<file path="src/rtl/dram_arbiter.sv">
// Two-port round-robin arbiter in front of a single-port registered image memory, with locked bursts.
// Optional per-port grant and conflict counters are built when ARB_STATS_EN is defined.
module dram_arbiter #(
   parameter int ADDR_W    = 16,
   parameter int DATA_W    = 8,
   parameter int BURST_MAX = 16
) (
   input  logic              clk,
   input  logic              rst,
   input  logic              req0,
   input  logic              req1,
   input  logic              we0,
   input  logic              we1,
   input  logic              lock0,
   input  logic              lock1,
   input  logic [ADDR_W-1:0] addr0,
   input  logic [ADDR_W-1:0] addr1,
   input  logic [DATA_W-1:0] wdata0,
   input  logic [DATA_W-1:0] wdata1,
   output logic              gnt0,
   output logic              gnt1,
   output logic              rvalid0,
   output logic              rvalid1,
   output logic [DATA_W-1:0] rdata,
   output logic [ADDR_W-1:0] mem_addr,
   output logic [DATA_W-1:0] mem_din,
   output logic              mem_write,
   output logic              mem_read,
   input  logic [DATA_W-1:0] mem_dout,
   output logic [1:0]        dbg_state
`ifdef ARB_STATS_EN
   ,
   output logic [31:0]       stat_gnt0,
   output logic [31:0]       stat_gnt1,
   output logic [31:0]       stat_conflict
`endif
);

   typedef enum logic [1:0] {
      IDLE = 2'd0,
      OWN0 = 2'd1,
      OWN1 = 2'd2
   } state_t;

   localparam logic [7:0] BMAX = 8'(BURST_MAX);

   state_t              state_q, state_d;
   logic                prio_q, prio_d;
   logic [7:0]          burst_cnt_q, burst_cnt_d;
   logic [ADDR_W-1:0]   mem_addr_q, mem_addr_d;
   logic [DATA_W-1:0]   mem_din_q, mem_din_d;
   logic                mem_write_q, mem_write_d;
   logic                mem_read_q, mem_read_d;
   logic                tag_v1_q, tag_v1_d;
   logic                tag_p1_q, tag_p1_d;
   logic                tag_v2_q, tag_v2_d;
   logic                tag_p2_q, tag_p2_d;
   logic                rvalid0_q, rvalid0_d;
   logic                rvalid1_q, rvalid1_d;
   logic [DATA_W-1:0]   rdata_q, rdata_d;

   logic                acc;
   logic                winner;
   logic                w_we;
   logic                w_lock;
   logic [ADDR_W-1:0]   w_addr;
   logic [DATA_W-1:0]   w_din;
   logic [7:0]          cnt_inc;

`ifdef ARB_STATS_EN
   logic [31:0]         stat_gnt0_q, stat_gnt0_d;
   logic [31:0]         stat_gnt1_q, stat_gnt1_d;
   logic [31:0]         stat_conflict_q, stat_conflict_d;
   logic                refused;
`endif

   // Grant is combinational so a transfer completes at the same edge it is requested.
   always_comb begin
      gnt0 = 1'b0;
      gnt1 = 1'b0;
      if (!rst) begin
         case (state_q)
            IDLE: begin
               if (req0 && req1) begin
                  gnt0 = ~prio_q;
                  gnt1 = prio_q;
               end else begin
                  gnt0 = req0;
                  gnt1 = req1;
               end
            end
            OWN0:    gnt0 = req0;
            OWN1:    gnt1 = req1;
            default: ;
         endcase
      end
   end

   always_comb begin
      acc     = gnt0 | gnt1;
      winner  = gnt1;
      w_we    = winner ? we1    : we0;
      w_lock  = winner ? lock1  : lock0;
      w_addr  = winner ? addr1  : addr0;
      w_din   = winner ? wdata1 : wdata0;
      cnt_inc = (state_q == IDLE) ? 8'd1 : burst_cnt_q + 8'd1;
   end

   // Ownership and priority; a burst is released early when the owner drops lock
   // or is forcibly released once it has completed BURST_MAX transfers.
   always_comb begin
      state_d     = state_q;
      prio_d      = prio_q;
      burst_cnt_d = burst_cnt_q;
      if (acc) begin
         if (w_lock && (cnt_inc != BMAX)) begin
            state_d     = winner ? OWN1 : OWN0;
            burst_cnt_d = cnt_inc;
         end else begin
            state_d     = IDLE;
            prio_d      = ~winner;
            burst_cnt_d = 8'd0;
         end
      end else if ((state_q == OWN0 && !req0 && !lock0) ||
                   (state_q == OWN1 && !req1 && !lock1)) begin
         state_d     = IDLE;
         burst_cnt_d = 8'd0;
      end
   end

   always_comb begin
      mem_addr_d  = acc ? w_addr : mem_addr_q;
      mem_din_d   = acc ? w_din  : mem_din_q;
      mem_write_d = acc &  w_we;
      mem_read_d  = acc & ~w_we;
   end

   // Read tag follows the command through the memory's two registered stages.
   always_comb begin
      tag_v1_d  = acc & ~w_we;
      tag_p1_d  = winner;
      tag_v2_d  = tag_v1_q;
      tag_p2_d  = tag_p1_q;
      rvalid0_d = tag_v2_q & ~tag_p2_q;
      rvalid1_d = tag_v2_q &  tag_p2_q;
      rdata_d   = tag_v2_q ? mem_dout : rdata_q;
   end

`ifdef ARB_STATS_EN
   always_comb begin
      refused         = (req0 & ~gnt0) | (req1 & ~gnt1);
      stat_gnt0_d     = stat_gnt0_q;
      stat_gnt1_d     = stat_gnt1_q;
      stat_conflict_d = stat_conflict_q;
      if (gnt0 && (stat_gnt0_q != 32'hFFFF_FFFF))
         stat_gnt0_d = stat_gnt0_q + 32'd1;
      if (gnt1 && (stat_gnt1_q != 32'hFFFF_FFFF))
         stat_gnt1_d = stat_gnt1_q + 32'd1;
      if (refused && (stat_conflict_q != 32'hFFFF_FFFF))
         stat_conflict_d = stat_conflict_q + 32'd1;
   end
`endif

   always_ff @(posedge clk) begin
      if (rst) begin
         state_q         <= IDLE;
         prio_q          <= 1'b0;
         burst_cnt_q     <= 8'd0;
         mem_addr_q      <= '0;
         mem_din_q       <= '0;
         mem_write_q     <= 1'b0;
         mem_read_q      <= 1'b0;
         tag_v1_q        <= 1'b0;
         tag_p1_q        <= 1'b0;
         tag_v2_q        <= 1'b0;
         tag_p2_q        <= 1'b0;
         rvalid0_q       <= 1'b0;
         rvalid1_q       <= 1'b0;
         rdata_q         <= '0;
`ifdef ARB_STATS_EN
         stat_gnt0_q     <= 32'd0;
         stat_gnt1_q     <= 32'd0;
         stat_conflict_q <= 32'd0;
`endif
      end else begin
         state_q         <= state_d;
         prio_q          <= prio_d;
         burst_cnt_q     <= burst_cnt_d;
         mem_addr_q      <= mem_addr_d;
         mem_din_q       <= mem_din_d;
         mem_write_q     <= mem_write_d;
         mem_read_q      <= mem_read_d;
         tag_v1_q        <= tag_v1_d;
         tag_p1_q        <= tag_p1_d;
         tag_v2_q        <= tag_v2_d;
         tag_p2_q        <= tag_p2_d;
         rvalid0_q       <= rvalid0_d;
         rvalid1_q       <= rvalid1_d;
         rdata_q         <= rdata_d;
`ifdef ARB_STATS_EN
         stat_gnt0_q     <= stat_gnt0_d;
         stat_gnt1_q     <= stat_gnt1_d;
         stat_conflict_q <= stat_conflict_d;
`endif
      end
   end

   assign mem_addr  = mem_addr_q;
   assign mem_din   = mem_din_q;
   assign mem_write = mem_write_q;
   assign mem_read  = mem_read_q;
   assign rvalid0   = rvalid0_q;
   assign rvalid1   = rvalid1_q;
   assign rdata     = rdata_q;
   assign dbg_state = state_q;

`ifdef ARB_STATS_EN
   assign stat_gnt0     = stat_gnt0_q;
   assign stat_gnt1     = stat_gnt1_q;
   assign stat_conflict = stat_conflict_q;
`endif

endmodule

</file>
<file path="config.mk">
export PLATFORM = sky130hd
export DESIGN_NAME = dram_arbiter
export DESIGN_NICKNAME = d
export VERILOG_FILES = /design/src/rtl/dram_arbiter.sv
export SDC_FILE = /design/constraint.sdc
export NUM_CORES = 1
export LEC_CHECK = 0
export CORE_MARGIN = 3
export CORE_UTILIZATION = 42
export DETAILED_ROUTE_END_ITERATION = 6
export PLACE_DENSITY = 0.82
export RECOVER_POWER = 100
export SLEW_MARGIN = 20
export SYNTH_ARGS = -nofsm -noshare
export SYNTH_HDL_FRONTEND = slang
export SYNTH_SLANG_ARGS = --single-unit
</file>
<file path="constraint.sdc">
create_clock -name clk -period 3.2 [get_ports clk]
set_clock_uncertainty 0.2 [all_clocks]
set_input_delay 0.8 -clock clk [delete_from_list [all_inputs] [get_ports clk]]
set_output_delay 0.8 -clock clk [all_outputs]
set_load 0.03 [all_outputs]
</file>
==> metrics <==
number of maximum-capacitance constraint violations=0; PwrDens=slightly below 400 nW/µm²; area of the core=5335 µm²; Worst Setup End Kind=output port; count of clock tree sinks=50; number of remaining DRC errors=0; drt initial violations=88; synth unique cells=between 40 and 50; fraction of final layout cells sized beyond drive strength 1=11.62%; count of mapped cells out of synthesis=~270; fill cell instance count of the final layout=465; Syn Area/Cell=9.040 µm²; post-route minimum period=3.145 ns; Total Neg Setup Slack=0 ns; Skew-Pair Late Insertion Delay=0.29 ns; number of I/O pins=104; number of buffers added by the clock tree synthesis step=5; slew at the pin closest to its max-slew limit=1.075 ns; CTS Buffer Depth=2; largest net degree at the start of global routing=43; setup repair after global routing missed its margin=false; result of the run=finished, final reports clean; total wire length after detailed routing=6142 µm; TritonCTS clock tree=done; area of the die=between 6000 and 7000 µm²; HPWL after detailed placement=between 4000 and 5000 µm; vias per inst=approximately 5.2; met3 GRT Util=7.127%; met1 capacity usage during global routing=21.16%; classification of the worst setup path=in2out; post-synthesis instance area=roughly 2400 µm²; synthesized flop and latch total=50; area growth from synthesis to layout=47.33%; leakage power=1.405 nW; Ys Warns=0; critical-path cell list=clkdlybuf4s50_1, or3b_1, or2_1, clkinv_4, buf_12; EDFF count, synth=0; root buffer cell=sky130_fd_sc_hd__clkbuf_8; number of rows created at floorplan=26; worst endpoint data arrival time=2.15 ns; buffers inserted during post-CTS setup optimization=0; Resized Gates After CTS=0; detailed-route via count=2281; Inserted Diodes=0; number of slew-limit violations in the final report=0; Die Width=81.81 µm; top fanout value on the critical path=2; required arrival time at the worst endpoint=2.20 ns; async set-or-reset flop fraction in the synthesized netlist=0%; TritonRoute pass-1 iters=6; met2 track utilization from global routing=32.96%; # nets final=435; Hold-fix buffers, CTS=0; final setup vio count=0; sequential element share of the synthesized area=41.47%; Chip Height=81.81 µm; post-layout util=between 60% and 70%; vias in the first global route=approximately 2200; initial antenna violation count=0; starting density of the core=45.24%; cell with the biggest individual delay on the critical path=sky130_fd_sc_hd__clkdlybuf4s50_1; upper clock frequency limit=317.9 MHz; Antenna Violating Nets Remaining=0; Max VDD drop=roughly 0.20 mV; leftover overflow at the end of global routing=0; gp weighted congestion=0.8564; period utilization=between 90% and 100%; PortBufs=103; first-pass GRT wire length=roughly 9900 µm; type of element launching the critical path=input pin; maximum level of the CTS H-tree=2; final number of hold-violating endpoints=0; routed wire length per instance=around 14 µm; net count of the mapped netlist=332; most crowded layer after global routing=met2; Clock Pin Slew Worst Setup and Hold Paths=0.08 ns; aggregate global-route resource usage=18.99%; CP peak stage delay=0.49 ns; Post-synth top flop=sky130_fd_sc_hd__dfxtp_1; path class of the lowest-slack min-delay path=reg2reg; worst-case headroom to the max-slew limit=28.34%
-- final timing paths --
path / from / end / slack (ns) / cells past startpoint
setup / recovery: req1 / gnt1 / 0.05 / 5
hold / removal: tag_p2_q$_SDFF_PP0_ / rvalid0$_SDFF_PP0_ / 0.21 / 1
setup reg to reg: burst_cnt_q[0]$_SDFFE_PP0P_ / prio_q$_SDFFE_PP0P_ / 0.69 / 7
hold reg to reg: tag_p2_q$_SDFF_PP0_ / rvalid0$_SDFF_PP0_ / 0.21 / 1
-- layout by cell type, fill, tap and decap left out, drive strengths merged, types with 5 or more instances in the layout --
| cell | count |
|---|---|
| buf | 5 |
| a311oi | 27 |
| nor2b | 6 |
| nor2 | 41 |
| nand2 | 57 |
| dlygate4sd3 | 38 |
| dfxtp | 50 |
| clkdlybuf4s50 | 62 |
| mux2i | 9 |
| o21ai | 9 |
| clkbuf | 15 |
| inv | 5 |
-- cells in the mapped netlist, types with 3 or more instances --
cell type	count	share of area [%]
sky130_fd_sc_hd__nand2b_1	3	0.78
sky130_fd_sc_hd__nand3_1	3	0.62
sky130_fd_sc_hd__clkbuf_1	10	1.6
sky130_fd_sc_hd__buf_6	4	1.9
sky130_fd_sc_hd__a311oi_2	20	12
sky130_fd_sc_hd__a311oi_1	7	2.5
sky130_fd_sc_hd__o21ai_0	8	1.7
sky130_fd_sc_hd__a211oi_1	3	0.93
sky130_fd_sc_hd__nor2_1	41	6.4
sky130_fd_sc_hd__nor2b_1	6	1.6
sky130_fd_sc_hd__mux2i_1	9	3.7
sky130_fd_sc_hd__inv_1	5	0.78
sky130_fd_sc_hd__dfxtp_1	50	41
sky130_fd_sc_hd__nand2_1	57	8.9
-- sequential cells by signal (all words and copies together) (netlist names) --
signal	flops
tag_v2_q	1
mem_din	8
burst_cnt_q	8
mem_write	1
tag_p1_q	1
prio_q	1
rvalid1	1
tag_v1_q	1
mem_addr	16
tag_p2_q	1
rdata	8
dbg_state	2
rvalid0	1
-- routing by layer --
| metal | part of all wire, % | vias to the layer above |
|---|---|---|
| li1 | - | 1143 |
| met1 | 41 | 1053 |
| met2 | 49 | 78 |
| met3 | 9.2 | 7 |
| met4 | 1.3 | 0 |
| met5 | 0 | - |
-- power breakdown --
group	switching (mW)	leakage, nW	total, mW	internal [mW]
clock network	0.200	0.0373	0.351	0.150
registers	0.0236	0.410	0.683	0.659
logic	0.189	0.958	0.360	0.171
total	0.412	1.41	1.39	0.981
-- through the flow --
| stage | worst slack (ns) | area, µm² | cells | hold WS [ns] | power, mW |
|---|---|---|---|---|---|
| 5_1_grt | 0.01458 | 3556 | 440 | 0.2427 | 1.474 |
| 6_report | 0.05475 | 3556 | 440 | 0.2121 | 1.393 |
| 2_1_floorplan | 0.2912 | 2414 | 267 | 0.1885 | 0.9029 |
| 3_5_place_dp | 0.05857 | 3525 | 433 | 0.2044 | 1.083 |
| 3_3_place_gp | 0.09531 | 3525 | 433 | 0.1909 | 1.076 |
| 4_1_cts | 0.05363 | 3605 | 440 | 0.2169 | 1.433 |
-- final cells by class --
type / instances / area [µm²] / share of cell area (%)
clock buffers: 6 / 72.57 / 2.041
multi-input cells: 193 / 1265 / 35.57
well taps: 70 / 87.58 / 2.463
clock inverters: 1 / 7.507 / 0.2111
repair buffers: 114 / 1095 / 30.79
flip-flops and latches: 50 / 1001 / 28.15
inverters: 6 / 27.53 / 0.7741
-- logic make-up (layout without fill, tap and decap cells) --
group	Yosys count	in the layout	share of synthesized area [%]
AOI/OAI and AO/OA	51	51	21.93
xor gates and xnor gates	2	2	0.7259
adders and majority gates	1	1	0.5183
buffers and inverters	24	127	5.288
DFF	50	50	41.47
muxes	9	9	3.733
and+or+nand+nor	130	130	26.34
-- critical path, delay by kind of cell --
kind / cells / cell delay (ns)
buffers and inverters: 3 / 0.68
AND/OR/NAND/NOR: 2 / 0.67
No activity file was read; power rests on OpenSTA's default activity.
